<file path="config.mk">
export PLATFORM = sky130hd
export DESIGN_NAME = step_controller
export DESIGN_NICKNAME = d
export VERILOG_FILES = /design/src/rtl/step_pkg.sv /design/src/rtl/step_controller_rise_detect.sv /design/src/rtl/step_controller.sv
export SDC_FILE = /design/constraint.sdc
export NUM_CORES = 1
export LEC_CHECK = 0
export ABC_AREA = 1
export CAP_MARGIN = 25
export CORE_UTILIZATION = 29
export DETAILED_ROUTE_END_ITERATION = 10
export SYNTH_ARGS = -nofsm -noshare
export SYNTH_HDL_FRONTEND = slang
export SYNTH_SLANG_ARGS = --single-unit
</file>
<file path="constraint.sdc">
create_clock -name CLOCK_40 -period 8.2 [get_ports CLOCK_40]
set_clock_uncertainty 0.2 [all_clocks]
set_input_delay 1.64 -clock CLOCK_40 [delete_from_list [all_inputs] [get_ports CLOCK_40]]
set_output_delay 1.64 -clock CLOCK_40 [all_outputs]
set_load 0.02 [all_outputs]
</file>
<file path="src/rtl/step_pkg.sv">
// Shared types and constants for the step controller.
// Holds the mode encoding and the speed lookup table.
package step_pkg;

   typedef enum logic [1:0] {
      MANUAL = 2'd0,
      RUN    = 2'd1,
      BURST  = 2'd2,
      HALTED = 2'd3
   } state_t;

   localparam int unsigned SPEED_TABLE [8] = '{
      0,
      5000000,
      1000000,
      50000,
      6000,
      2500,
      50,
      5
   };

   function automatic int unsigned speed_of(input logic [2:0] sel);
      return SPEED_TABLE[sel];
   endfunction

endpackage

</file>
<file path="src/rtl/step_controller_rise_detect.sv">
// Single-bit rising-edge detector whose history presets to 1 on reset,
// so an input already high at reset release produces no edge.
module rise_detect (
   input  logic clk,
   input  logic reset,
   input  logic sig,
   output logic rise
);

   logic hist;

   always_ff @(posedge clk) begin
      if (reset) begin
         hist <= 1'b1;
      end else begin
         hist <= sig;
      end
   end

   assign rise = sig & ~hist;

endmodule

</file>
<file path="src/rtl/step_controller.sv">
// CPU clock-enable generator: free-running speeds, single step,
// gap-spaced bursts and a halt/resume hold, all on CLOCK_40.
module step_controller
   import step_pkg::*;
#(
   parameter int CNT_W      = 26,
   parameter int BURST_W    = 4,
   parameter int GAP_CYCLES = 2097151
) (
   input  logic               CLOCK_40,
   input  logic               reset,
   input  logic [2:0]         select,
   input  logic               trigger,
   input  logic               multitrigger,
   input  logic [BURST_W-1:0] burst_len,
   input  logic               halt,
   input  logic               resume,
   output logic               enable,
   output logic               burst_active,
   output logic               halted,
   output logic [15:0]        pulse_count
);

   localparam logic [CNT_W-1:0] GAP = CNT_W'(GAP_CYCLES);

   state_t state;
   state_t state_n;

   logic [CNT_W-1:0]   cnt;
   logic [CNT_W-1:0]   cnt_n;
   logic [CNT_W-1:0]   gap;
   logic [CNT_W-1:0]   gap_n;
   logic [BURST_W-1:0] left;
   logic [BURST_W-1:0] left_n;
   logic [2:0]         select_q;
   logic               en_n;

   logic [CNT_W-1:0]   d;
   logic               manual;
   logic               sel_chg;

   logic trig_rise;
   logic multi_rise;
   logic resume_rise;

   rise_detect u_trig (
      .clk   (CLOCK_40),
      .reset (reset),
      .sig   (trigger),
      .rise  (trig_rise)
   );

   rise_detect u_multi (
      .clk   (CLOCK_40),
      .reset (reset),
      .sig   (multitrigger),
      .rise  (multi_rise)
   );

   rise_detect u_resume (
      .clk   (CLOCK_40),
      .reset (reset),
      .sig   (resume),
      .rise  (resume_rise)
   );

   assign d       = CNT_W'(speed_of(select));
   assign manual  = (d == '0);
   assign sel_chg = (select != select_q);

   always_comb begin
      state_n = state;
      cnt_n   = cnt;
      gap_n   = gap;
      left_n  = left;
      en_n    = 1'b0;

      if (halt) begin
         state_n = HALTED;
         cnt_n   = '0;
         gap_n   = '0;
         left_n  = '0;
      end else if (state == HALTED) begin
         cnt_n  = '0;
         gap_n  = '0;
         left_n = '0;
         if (resume_rise) begin
            state_n = manual ? MANUAL : RUN;
         end
      end else if (sel_chg) begin
         cnt_n   = '0;
         gap_n   = '0;
         left_n  = '0;
         state_n = manual ? MANUAL : RUN;
      end else if (!manual) begin
         // Speed mode counts in any non-halted state, so the
         // first period after reset is a full D+1 cycles.
         state_n = RUN;
         gap_n   = '0;
         left_n  = '0;
         if (cnt == d) begin
            cnt_n = '0;
            en_n  = 1'b1;
         end else begin
            cnt_n = cnt + CNT_W'(1);
         end
      end else begin
         cnt_n = '0;
         unique case (state)
            BURST: begin
               if (left == '0) begin
                  state_n = MANUAL;
                  gap_n   = '0;
               end else if (gap == GAP) begin
                  en_n   = 1'b1;
                  gap_n  = '0;
                  left_n = left - BURST_W'(1);
               end else begin
                  gap_n = gap + CNT_W'(1);
               end
            end
            default: begin
               state_n = MANUAL;
               // An edge landing while enable is high is dropped so
               // two strobes can never be back to back.
               if (!enable) begin
                  if (trig_rise) begin
                     en_n = 1'b1;
                  end else if (multi_rise) begin
                     en_n    = 1'b1;
                     state_n = BURST;
                     gap_n   = '0;
                     if (burst_len == '0) begin
                        left_n = '0;
                     end else begin
                        left_n = burst_len - BURST_W'(1);
                     end
                  end
               end
            end
         endcase
      end
   end

   always_ff @(posedge CLOCK_40) begin
      if (reset) begin
         state        <= MANUAL;
         cnt          <= '0;
         gap          <= '0;
         left         <= '0;
         select_q     <= select;
         enable       <= 1'b0;
         burst_active <= 1'b0;
         halted       <= 1'b0;
         pulse_count  <= '0;
      end else begin
         state        <= state_n;
         cnt          <= cnt_n;
         gap          <= gap_n;
         left         <= left_n;
         select_q     <= select;
         enable       <= en_n;
         burst_active <= (state_n == BURST);
         halted       <= (state_n == HALTED);
         pulse_count  <= pulse_count + 16'(en_n);
      end
   end

endmodule

</file>
# ---- Word level (Yosys, flattened, before mapping)
# Memory sizes are Yosys's and may differ from the RTL's.
# Cells that the tools add are included.
dict set report op_classes {
  n_lt_le_gt_ge 1
  n_bitwise 8
  n_reduce_logical 8
  n_addsub 5
  muxes 37
  n_eq_ne 11
}
# cell n
set ops {}
lappend ops {{2-to-1 mux 26 bit} 8}
lappend ops {{adder 26 x 1 -> 26 bit, second input constant} 2}
lappend ops {{2-to-1 mux 4 bit} 7}
lappend ops {{equality test 26 x 21 -> 1 bit, second input constant} 1}
lappend ops {{equality test 26 bit} 1}
lappend ops {{logical NOT 26 bit} 1}
lappend ops {{2-to-1 mux 2 bit} 10}
lappend ops {{adder 16 x 1 -> 16 bit} 1}
lappend ops {{2-to-1 mux 1 bit} 12}
lappend ops {{equality test 2 bit, second input constant} 4}
lappend ops {{logical NOT 4 bit} 2}
lappend ops {{subtractor 4 x 1 -> 4 bit, second input constant} 2}
lappend ops {{OR reduction 6 bit} 1}
lappend ops {{AND reduction 5 bit} 1}
lappend ops {{OR reduction 5 bit} 1}
lappend ops {{>= comparator 4 bit, second input constant} 1}
lappend ops {{inequality test 2 x 1 -> 1 bit, second input constant} 2}
lappend ops {{inequality test 2 bit, second input constant} 2}
lappend ops {{inverter 1 bit} 4}
lappend ops {{inverter 3 -> 4 bit} 1}
lappend ops {{bitwise AND 1 bit} 3}
lappend ops {{inequality test 3 bit} 1}
lappend ops {{AND reduction 3 bit} 1}
lappend ops {{nonzero test 2 bit} 1}
dict set report totals {
  romBits 256
  wordCells 83
  out_inout_bits 19
  memories 1
  ff_bits 83
  in_bits 13
}
# memory words width rd rd_ports_with_merged_regs write_ports line_no
set mem_list {}
lappend mem_list {{(no name shown)} 8 32 1 0 0 step_pkg.sv:24} ;# return SPEED_TABLE[sel];

# ---- Logic depth before layout (Yosys ltp)
# Gate-level depths: netlist of run 1.
dict set report logic_depth {
  ltp_word 11
  ltp_mapped 24
  mapped_depth_nobuf 24
}

# ---- By module
# From an unflattened synthesis of run 1, not the netlist that was laid out.
dict set report hier_totals {
  cells_unflattened 705
  area_unflattened_um2 4697.0
}
# module seq_area_each_um2 area_each_um2 n_inst cells_each
set modules_own_cells {}
lappend modules_own_cells {step_controller 1601.5 4584.4 1 690}
lappend modules_own_cells {rise_detect 20.0 37.5 3 5}

# ---- Worst setup path after synthesis of run 1
# No wires, ideal clock.
dict set report synth_path {
  kind {input port to flip-flop}
  from {input select[0]}
  to {register pulse_count[12]}
  arrival_time_ns 3.928
  cell_stages 23
  slack_ns 3.955
  setup_time_ns 0.117
  path_cell_list {inv_1 > ha_1 > nor2_1 > nor2_1 > nand2_1 > nand2_1 > nand2_1 > nor2_1 > nand3_2 > nand2_1 > nand3_1 > inv_1 > ha_1 > ha_1 > nand2_1 > inv_1 > nand3_1 > nor3_1 > nand2_1 > inv_1 > nand3_1 > o21ai_0 > nor2_1}
}
dict set report synth_via {
  elab_chain_cells 11
  word_cells_on_any_way 13
  classes_between {1 x add/sub; 2 x eq/ne; 7 x mux; 1 x bitwise; 1 x reduce/logical; 1 x memory}
}
# element line_no
set synth_rtl {}
lappend synth_rtl {{start: declaration} step_controller.sv:12} ;# input logic [2:0] select,
lappend synth_rtl {{inverter 3 -> 4 bit (implied by the code)} step_pkg.sv:24}
lappend synth_rtl {{memory read (8 x 32 bit)} n/a}
lappend synth_rtl {{2-to-1 mux 26 bit (implied by the code) (2 in series)} step_pkg.sv:24}
lappend synth_rtl {{equality test 26 bit} step_controller.sv:101} ;# if (cnt == d) begin
lappend synth_rtl {{2-to-1 mux 1 bit} step_controller.sv:101}
lappend synth_rtl {{2-to-1 mux 1 bit} step_controller.sv:95} ;# end else if (!manual) begin
lappend synth_rtl {{2-to-1 mux 1 bit (*)} step_controller.sv:90} ;# end else if (sel_chg) begin
lappend synth_rtl {{2-to-1 mux 1 bit (*)} step_controller.sv:83} ;# end else if (state == HALTED) begin
lappend synth_rtl {{2-to-1 mux 1 bit (*)} step_controller.sv:78} ;# if (halt) begin
lappend synth_rtl {{via en_n} step_controller.sv:36} ;# logic en_n;
lappend synth_rtl {{adder 16 x 1 -> 16 bit (*)} step_controller.sv:165} ;# pulse_count <= pulse_count + 16'(en_n);
lappend synth_rtl {{end signal: assignment} step_controller.sv:165}
lappend synth_rtl {{end: declaration} step_controller.sv:21} ;# output logic [15:0] pulse_count
# Mark *: on every way through the listed nets, which the timed path passes. The rest lies on a longest branch. The select of a mux whose other input is x is not followed.
# A chain may end at the register's enable or synchronous reset.

# ---- Worst setup path after layout of run 1
dict set report layout_path {
  from {input select[2]}
  to {register pulse_count[12]}
}
# Same word-level chain as after synthesis.

==> results by group, run 1 <==
Critical path
  • Kind of cell adding the most delay to the critical path: simple AND/OR/NAND/NOR gates
  • Capture instance of the worst register-to-register path: pulse_count[12]
  • CP required: 8.24 ns
  • WP buf/inv: 6
  • Master of the slowest instance on the critical path: sky130_fd_sc_hd__clkdlybuf4s50_1
  • Critical-path cell list: clkdlybuf4s50_1 > inv_2 > nand2_1 > nand2_1 > inv_1 > nand2_1 > nand2_1 > nand2_1 > nor2_1 > nand3_2 > nand2_1 > nand3_1 > inv_1 > ha_1 > ha_1 > nand2_1 > inv_1 > nand3_1 > nor3_1 > nand2_1 > inv_1 > nand3_1 > o21ai_0 > nor2_1
  • Worst R2R Start: cnt[0]
  • Setup slack, reg-to-reg: 5.13 ns
  • Arrival time worst endpoint: 4.97 ns
  • Endpoint type of the worst setup path: register
  • Crit path top cell by count: sky130_fd_sc_hd__nand2_1
  • CP Class: input pin to register
  • Biggest fanout along the worst timing path: 15
  • Slowest Stage Delay on Critical Path: 0.85 ns
  • Type of element launching the critical path: input pin
  • Number of cells on the worst reg-to-reg path: 21

STA
  • Upper clock frequency limit: 0.203 GHz
  • Worst setup margin: 3.27 ns
  • Worst-case headroom to the max-slew limit: 58.4%
  • Final-layout setup total negative slack: 0 ns
  • Post-route clock period utilization: 60.1%
  • Number of max-slew violations in the final report: 0
  • Unrepaired setup endpoints after global routing: false
  • Actual slew at the worst max-slew pin: 0.622 ns
  • Final Critical Period: 4.93 ns
  • Hold violation count in the final report: 0
  • Final number of setup-violating endpoints: 0

Clock tree
  • Clock Sink Count: 83
  • Buffers inserted during post-CTS setup optimization: 0
  • Quantity of hold-fixing buffers added after cts: 0
  • Clock tree from TritonCTS: done
  • Clock-pin slew of the registers on the worst-case setup and hold paths: 0.06 ns
  • Insertion delay of the later-clocked pin in the worst-skew pair: 0.35 ns
  • Clock Tree Root: sky130_fd_sc_hd__clkbuf_16
  • Post-cts repair resize count: 0
  • Number of buffers between clock root and the deepest sink: 2
  • Total clock buffers created by CTS: 9
  • H-Tree Level Count: 3

Pwr
  • Switching share of total power: 24.5%
  • Combinational group share of total power: 5.5%
  • Cell area power density: 159 nW/um^2
  • Reported leakage power: 1.94 nW
  • Clock network power share: 46.4%
  • Register share of total power: 48.0%
  • Int Pwr: 0.000640 W
  • Switching power: 0.000208 W
  • Worst vdd ir: 0.0000905 V

Cells and area
  • Ratio of cells with drive above 1 in the final layout: 9.12%
  • Fillers: 1648
  • Post-layout instance area: 5320 um^2
  • Post-layout util: 34.9%
  • Number of antenna diodes: 0
  • Final std cells w/o fill: 913
  • Final nets: 720
  • Area growth from synthesis to layout: 17.2%

Placed design
  • Global placement routability congestion: 0.853
  • Post-Place Worst Slack: 2.94 ns
  • Number of port buffers: 31
  • Cell total after placement: 897
  • HPWL after detailed placement: 7.36 mm
  • Total cell area at the placement stage: 5030 um^2

Route
  • DRT antenna net count: 0
  • Remaining design rule violation count: 0
  • Average vias per placed instance: 4.32
  • Starting DRT DRC Count: 249
  • First drt pass iteration count: 4
  • Final Routed Wirelength: 9.81 mm
  • Avg WL per Cell: 10.7 um
  • Via total after detailed routing: 3940

Worst hold path
  • Hold depth: 2
  • WHS Endpoint: left[1]
  • Path class of the lowest-slack min-delay path: register to register
  • Hold path start: left[1]

Global routing
  • Wire length of the first global-routing pass: 16.7 mm
  • Vias in the first global route: 3541
  • GRT Resource Usage Total: 13.0%
  • Antenna violations before repair: 0
  • Global route total overflow: 0
  • Largest net degree at the start of global routing: 26

Yosys
  • Post-Syn Area: 4540 um^2
  • Share of synthesized area occupied by flip-flops and latches: 36.6%
  • Syn_nets: 686
  • Number of standard cells after synthesis: 663
  • Number of unique standard cell types used by synthesis: 38
  • Average cell area after synthesis: 6.85 um^2
  • Synthesis-stage register bit count: 83
  • Top cells by area in the synthesized netlist: sky130_fd_sc_hd__dfxtp_1 (37%), sky130_fd_sc_hd__nand2_1 (13%), sky130_fd_sc_hd__nor2_1 (8.8%)
  • Warning count from the yosys run: 0
  • Fraction of synthesized cell area taken by the top area cell type: 36.6%
  • Largest area contributor in the synthesized netlist: sky130_fd_sc_hd__dfxtp_1

Floorplanning
  • Number of placement rows: 45
  • I/O pins: 32
  • Die area: 16200 um^2
  • Floorplan die height: 127 um
  • Die X: 127 um
  • Floorplan core area: 15300 um^2
  • Initial standard-cell utilization of the core: 29.7%

Run
  • Max-cap violation count: 0

Run status
  • Run status: completed
==> worst min-delay path, cell delays in order, from the launching register on <==
cell and delay (ns):
sky130_fd_sc_hd__dfxtp_1 0.31, sky130_fd_sc_hd__inv_1 0.07, sky130_fd_sc_hd__a21oi_1 0.06
==> power groups by stage <==
stage          Clock [W]  Sequential (W)  Combinational [W]
2_1_floorplan          0        0.000416          0.0000323
3_3_place_gp           0        0.000416          0.0000469
3_5_place_dp           0        0.000416          0.0000469
4_1_cts         0.000406        0.000407          0.0000472
5_1_grt         0.000420        0.000407          0.0000528
6_report        0.000394        0.000407          0.0000469
==> per-layer routing <==
| layer | GRT usage, % | wire (um) | vias to the layer above |
|---|---|---|---|
| li1 | - | - | 2159 |
| met1 | 17.7 | 5180 | 1712 |
| met2 | 19.6 | 4100 | 56 |
| met3 | 2.22 | 296 | 13 |
| met4 | 7.14 | 225 | 0 |
| met5 | 0 | 0 | - |
==> worst max path at each step <==
stage                         start               to  slack, ns  depth (start not counted)
after global placement    select[2]  pulse_count[12]       3.05                         24
after global routing      select[2]  pulse_count[12]       2.81                         24
final                     select[2]  pulse_count[12]       3.27                         24
after detailed placement  select[1]  pulse_count[12]       2.94                         23
after CTS                 select[1]  pulse_count[12]       3.29                         23
after floorplan           select[0]  pulse_count[12]       3.95                         23
==> cells in the final DEF (no fill, tap or decap), types with 11 or more instances in the layout <==
| cell type | n |
|---|---|
| sky130_fd_sc_hd__nand4_1 | 11 |
| sky130_fd_sc_hd__clkdlybuf4s50_1 | 31 |
| sky130_fd_sc_hd__nor3_1 | 23 |
| sky130_fd_sc_hd__dfxtp_1 | 83 |
| sky130_fd_sc_hd__nand3_1 | 34 |
| sky130_fd_sc_hd__or2_2 | 11 |
| sky130_fd_sc_hd__nand2_1 | 158 |
| sky130_fd_sc_hd__a21oi_1 | 29 |
| sky130_fd_sc_hd__nor2_1 | 107 |
| sky130_fd_sc_hd__nor2_2 | 11 |
| sky130_fd_sc_hd__o21ai_0 | 20 |
| sky130_fd_sc_hd__xor2_1 | 22 |
| sky130_fd_sc_hd__inv_1 | 84 |
==> registers in the layout, indices dropped and copies added (netlist names) <==
| signal | cells |
|---|---|
| cnt | 26 |
| gap | 26 |
| pulse_count | 16 |
| left | 4 |
| select_q | 3 |
| state | 2 |
| burst_active | 1 |
| enable | 1 |
| halted | 1 |
| u_multi.hist | 1 |
| u_resume.hist | 1 |
| u_trig.hist | 1 |
==> per-stage QoR <==
| stage | power, W | hold slack [ns] |
|---|---|---|
| floorplan | 0.000449 | 0.247 |
| CTS | 0.000860 | 0.282 |
| detailed placement | 0.000463 | 0.268 |
| global route | 0.000880 | 0.291 |
| global placement | 0.000463 | 0.267 |
| finish | 0.000847 | 0.282 |
==> cells in the mapped netlist, drive strengths merged <==
library cell  instances
nand4                12
nand3                38
nor2                121
xnor2                11
ha                   10
o21bai                2
nor3                 27
xor2                 22
a41oi                 1
or2                  13
a21oi                31
clkbuf                1
nand2               163
nor4                  5
o21a                  1
buf                   7
inv                  89
nor3b                 1
clkinv                1
o22ai                 1
dfxtp                83
nand3b                1
a22oi                 1
o21ai                21
==> cell type report <==
class,instances,area (um^2),share of cell area (%)
Multi-Input combinational cell,482,2460,46.2
Sequential cell,83,1660,31.2
Inverter,90,339,6.37
Timing Repair Buffer,31,310,5.83
Tap cell,211,264,4.96
Clock buffer,10,239,4.49
Clock inverter,6,47.5,0.893
==> logic make-up after synthesis <==
family	after synthesis	synth area share, %
AO/OA/AOI/OAI	58	6.89
XOR/XNOR	33	6.53
adder cells (fa/ha/maj)	10	2.76
buffers and inverters	98	9.21
flip-flops	83	36.6
AND/OR/NAND/NOR	381	38.0
(Power assumes the default switching activity.)
==> inputs of run 2 (changes only) <==
==> constraint.sdc (replaced) <==
create_clock -name CLOCK_40 -period 4 [get_ports CLOCK_40]
set_clock_uncertainty 0.2 [all_clocks]
set_input_delay 0.8 -clock CLOCK_40 [delete_from_list [all_inputs] [get_ports CLOCK_40]]
set_output_delay 0.8 -clock CLOCK_40 [all_outputs]
set_load 0.02 [all_outputs]
==> results by group, run 2 (synthesized netlist as in run 1, its figures left out) <==
Cells and area
  • Fillers: 1644 (-0.24%)
  • Largest registers: cnt: 26 flops, gap: 26 flops, pulse_count: 16 flops
  • Number of antenna diodes: 0 (unchanged)
  • Most common cell after layout, fill and taps aside: sky130_fd_sc_hd__nand2_1
  • Area growth from synthesis to layout: 21.3%
  • Post-layout instance area: 5500 um^2 (+3.4%)
  • Leading cell types in the layout, fill and taps excluded: sky130_fd_sc_hd__nand2_1 (158), sky130_fd_sc_hd__nor2_1 (106), sky130_fd_sc_hd__inv_1 (84)
  • Ratio of cells with drive above 1 in the final layout: 12.4% (+3.3 points)
  • Final nets: 743 (+3.2%)

Pwr
  • Clock network power share: 45.5% (-0.9 points)
  • Switching power: 0.000423 W (+100%)
  • Int Pwr: 0.00131 W (+100%)
  • Register share of total power: 48.3% (+0.3 points)
  • Cell area power density: 314 nW/um^2 (+97%)
  • Worst vdd ir: 0.000238 V (+160%)
  • Switching share of total power: 24.5% (about the same)
  • Reported leakage power: 2.06 nW (+6.1%)
  • Combinational group share of total power: 6.3% (+0.8 points)

Global routing
  • Largest net degree at the start of global routing: 26 (unchanged)
  • Antenna violations before repair: 0 (unchanged)
  • GRT Resource Usage Total: 13.4% (+0.37 points)
  • Global route total overflow: 0 (unchanged)
  • Wire length of the first global-routing pass: 17.4 mm (+3.9%)
  • Vias in the first global route: 3756 (+6.1%)

Floorplanning
  • Die area: 16200 um^2 (unchanged)
  • Number of placement rows: 45 (unchanged)
  • Floorplan die height: 127 um (unchanged)
  • Floorplan core area: 15300 um^2 (unchanged)
  • Initial standard-cell utilization of the core: 29.7% (unchanged)
  • Die X: 127 um (unchanged)
  • I/O pins: 32 (unchanged)

Clock tree
  • H-Tree Level Count: 3 (unchanged)
  • Clock-pin slew of the registers on the worst-case setup and hold paths: 0.06 ns (about the same)
  • Clock Tree Root: sky130_fd_sc_hd__clkbuf_16
  • Insertion delay of the later-clocked pin in the worst-skew pair: 0.35 ns (about the same)
  • Clock tree from TritonCTS: done
  • Total clock buffers created by CTS: 9 (unchanged)
  • Number of buffers between clock root and the deepest sink: 2 (unchanged)
  • Clock Sink Count: 83 (unchanged)
  • Buffers inserted during post-CTS setup optimization: 0 (unchanged)

Placed design
  • Number of port buffers: 31 (unchanged)
  • Global placement routability congestion: 0.896 (+5.0%)
  • HPWL after detailed placement: 7.56 mm (+2.8%)
  • Total cell area at the placement stage: 5210 um^2 (+3.4%)
  • Post-Place Worst Slack: -0.147 ns (-3.09 ns)

STA
  • Actual slew at the worst max-slew pin: 0.643 ns (+0.0212 ns)
  • Hold violation count in the final report: 0 (unchanged)
  • Worst-case headroom to the max-slew limit: 56.7% (-1.7 points)
  • Upper clock frequency limit: 0.273 GHz
  • Number of max-slew violations in the final report: 0 (unchanged)
  • Post-route clock period utilization: 91.5%
  • Final number of setup-violating endpoints: 0 (unchanged)
  • Final Critical Period: 3.66 ns
  • Worst setup margin: 0.339 ns (-2.93 ns)

Critical path
  • Arrival time worst endpoint: 3.70 ns (-1.27 ns)
  • Setup slack, reg-to-reg: 1.03 ns (-4.10 ns)
  • CP Class: input pin to register
  • Crit path top cell by count: sky130_fd_sc_hd__nand2_1
  • CP required: 4.04 ns (-4.20 ns)
  • Kind of cell adding the most delay to the critical path: simple AND/OR/NAND/NOR gates
  • WP buf/inv: 6 (unchanged)
  • Slowest Stage Delay on Critical Path: 0.42 ns (-0.43 ns)
  • Biggest fanout along the worst timing path: 4 (-11)
  • Type of element launching the critical path: input pin
  • Master of the slowest instance on the critical path: sky130_fd_sc_hd__clkdlybuf4s50_1
  • Endpoint type of the worst setup path: register

Route
  • Starting DRT DRC Count: 209 (-16%)
  • Avg WL per Cell: 10.8 um (+0.29%)
  • Remaining design rule violation count: 0 (unchanged)
  • Final Routed Wirelength: 10.1 mm (+2.8%)
  • Average vias per placed instance: 4.35 (+0.86%)
  • First drt pass iteration count: 5 (+1)
  • DRT antenna net count: 0 (unchanged)
  • Via total after detailed routing: 4074 (+3.4%)

Run status
  • Run status: completed

Run
  • Max-cap violation count: 0 (unchanged)

Worst hold path
  • Path class of the lowest-slack min-delay path: register to register
## run 2: worst paths after layout
| check | start | to | depth (start not counted) |
|---|---|---|---|
| max | select[1] | pulse_count[12] | 25 |
| min | left[1] | left[1] | 2 |
| max reg2reg | gap[0] | pulse_count[12] | 22 |
| min reg2reg | left[1] | left[1] | 2 |
## run 2: power by group through the flow
stage	logic, W	registers [W]	clock network, W
3_3_place_gp	0.000109	0.000853	0
3_5_place_dp	0.000108	0.000853	0
6_report	0.000108	0.000834	0.000786
5_1_grt	0.000122	0.000834	0.000853
2_1_floorplan	0.0000662	0.000854	0
4_1_cts	0.000108	0.000834	0.000818
## run 2: what timing repair did
action | CTS | global route
gates resized for setup | 0 | 7
hold buffers | 0 | 0
endpoints found under the setup margin | 0 | 7
## run 2: tightest hold or removal path, delay by kind of cell (launching register included)
family | cells | cell delay, ns
DFF | 1 | 0.31
buffers and inverters | 1 | 0.07
AOI/OAI and AO/OA | 1 | 0.05
## run 2: stage by stage
stage	total power (W)	util, %	std cells	hold slack, ns	TNS (ns)
6_report	0.00173	36.1	936	0.275	0
5_1_grt	0.00181	36.1	936	0.297	-0.0182
3_3_place_gp	0.000961	34.1	920	0.265	-0.0682
4_1_cts	0.00176	35.9	936	0.281	0
2_1_floorplan	0.000920	-	663	0.247	0
3_5_place_dp	0.000961	34.1	920	0.270	-0.371
## run 2: cell type report
cell class                 count  area [um^2]  share of cell area (%)
tap                          211          264                    4.80
clock inverter                 6         47.5                   0.864
inverter                      90          339                    6.16
sequential                    83         1660                    30.2
clock buffer                  10          229                    4.16
multi-input combinational    482         2470                    45.0
timing repair buffer          54          488                    8.87
## run 2: metal layers
layer  wire [um]  GRT usage, %
met5           0             0
met4         132          4.76
met3         379          3.69
met2        4470          21.5
met1        5100          17.2
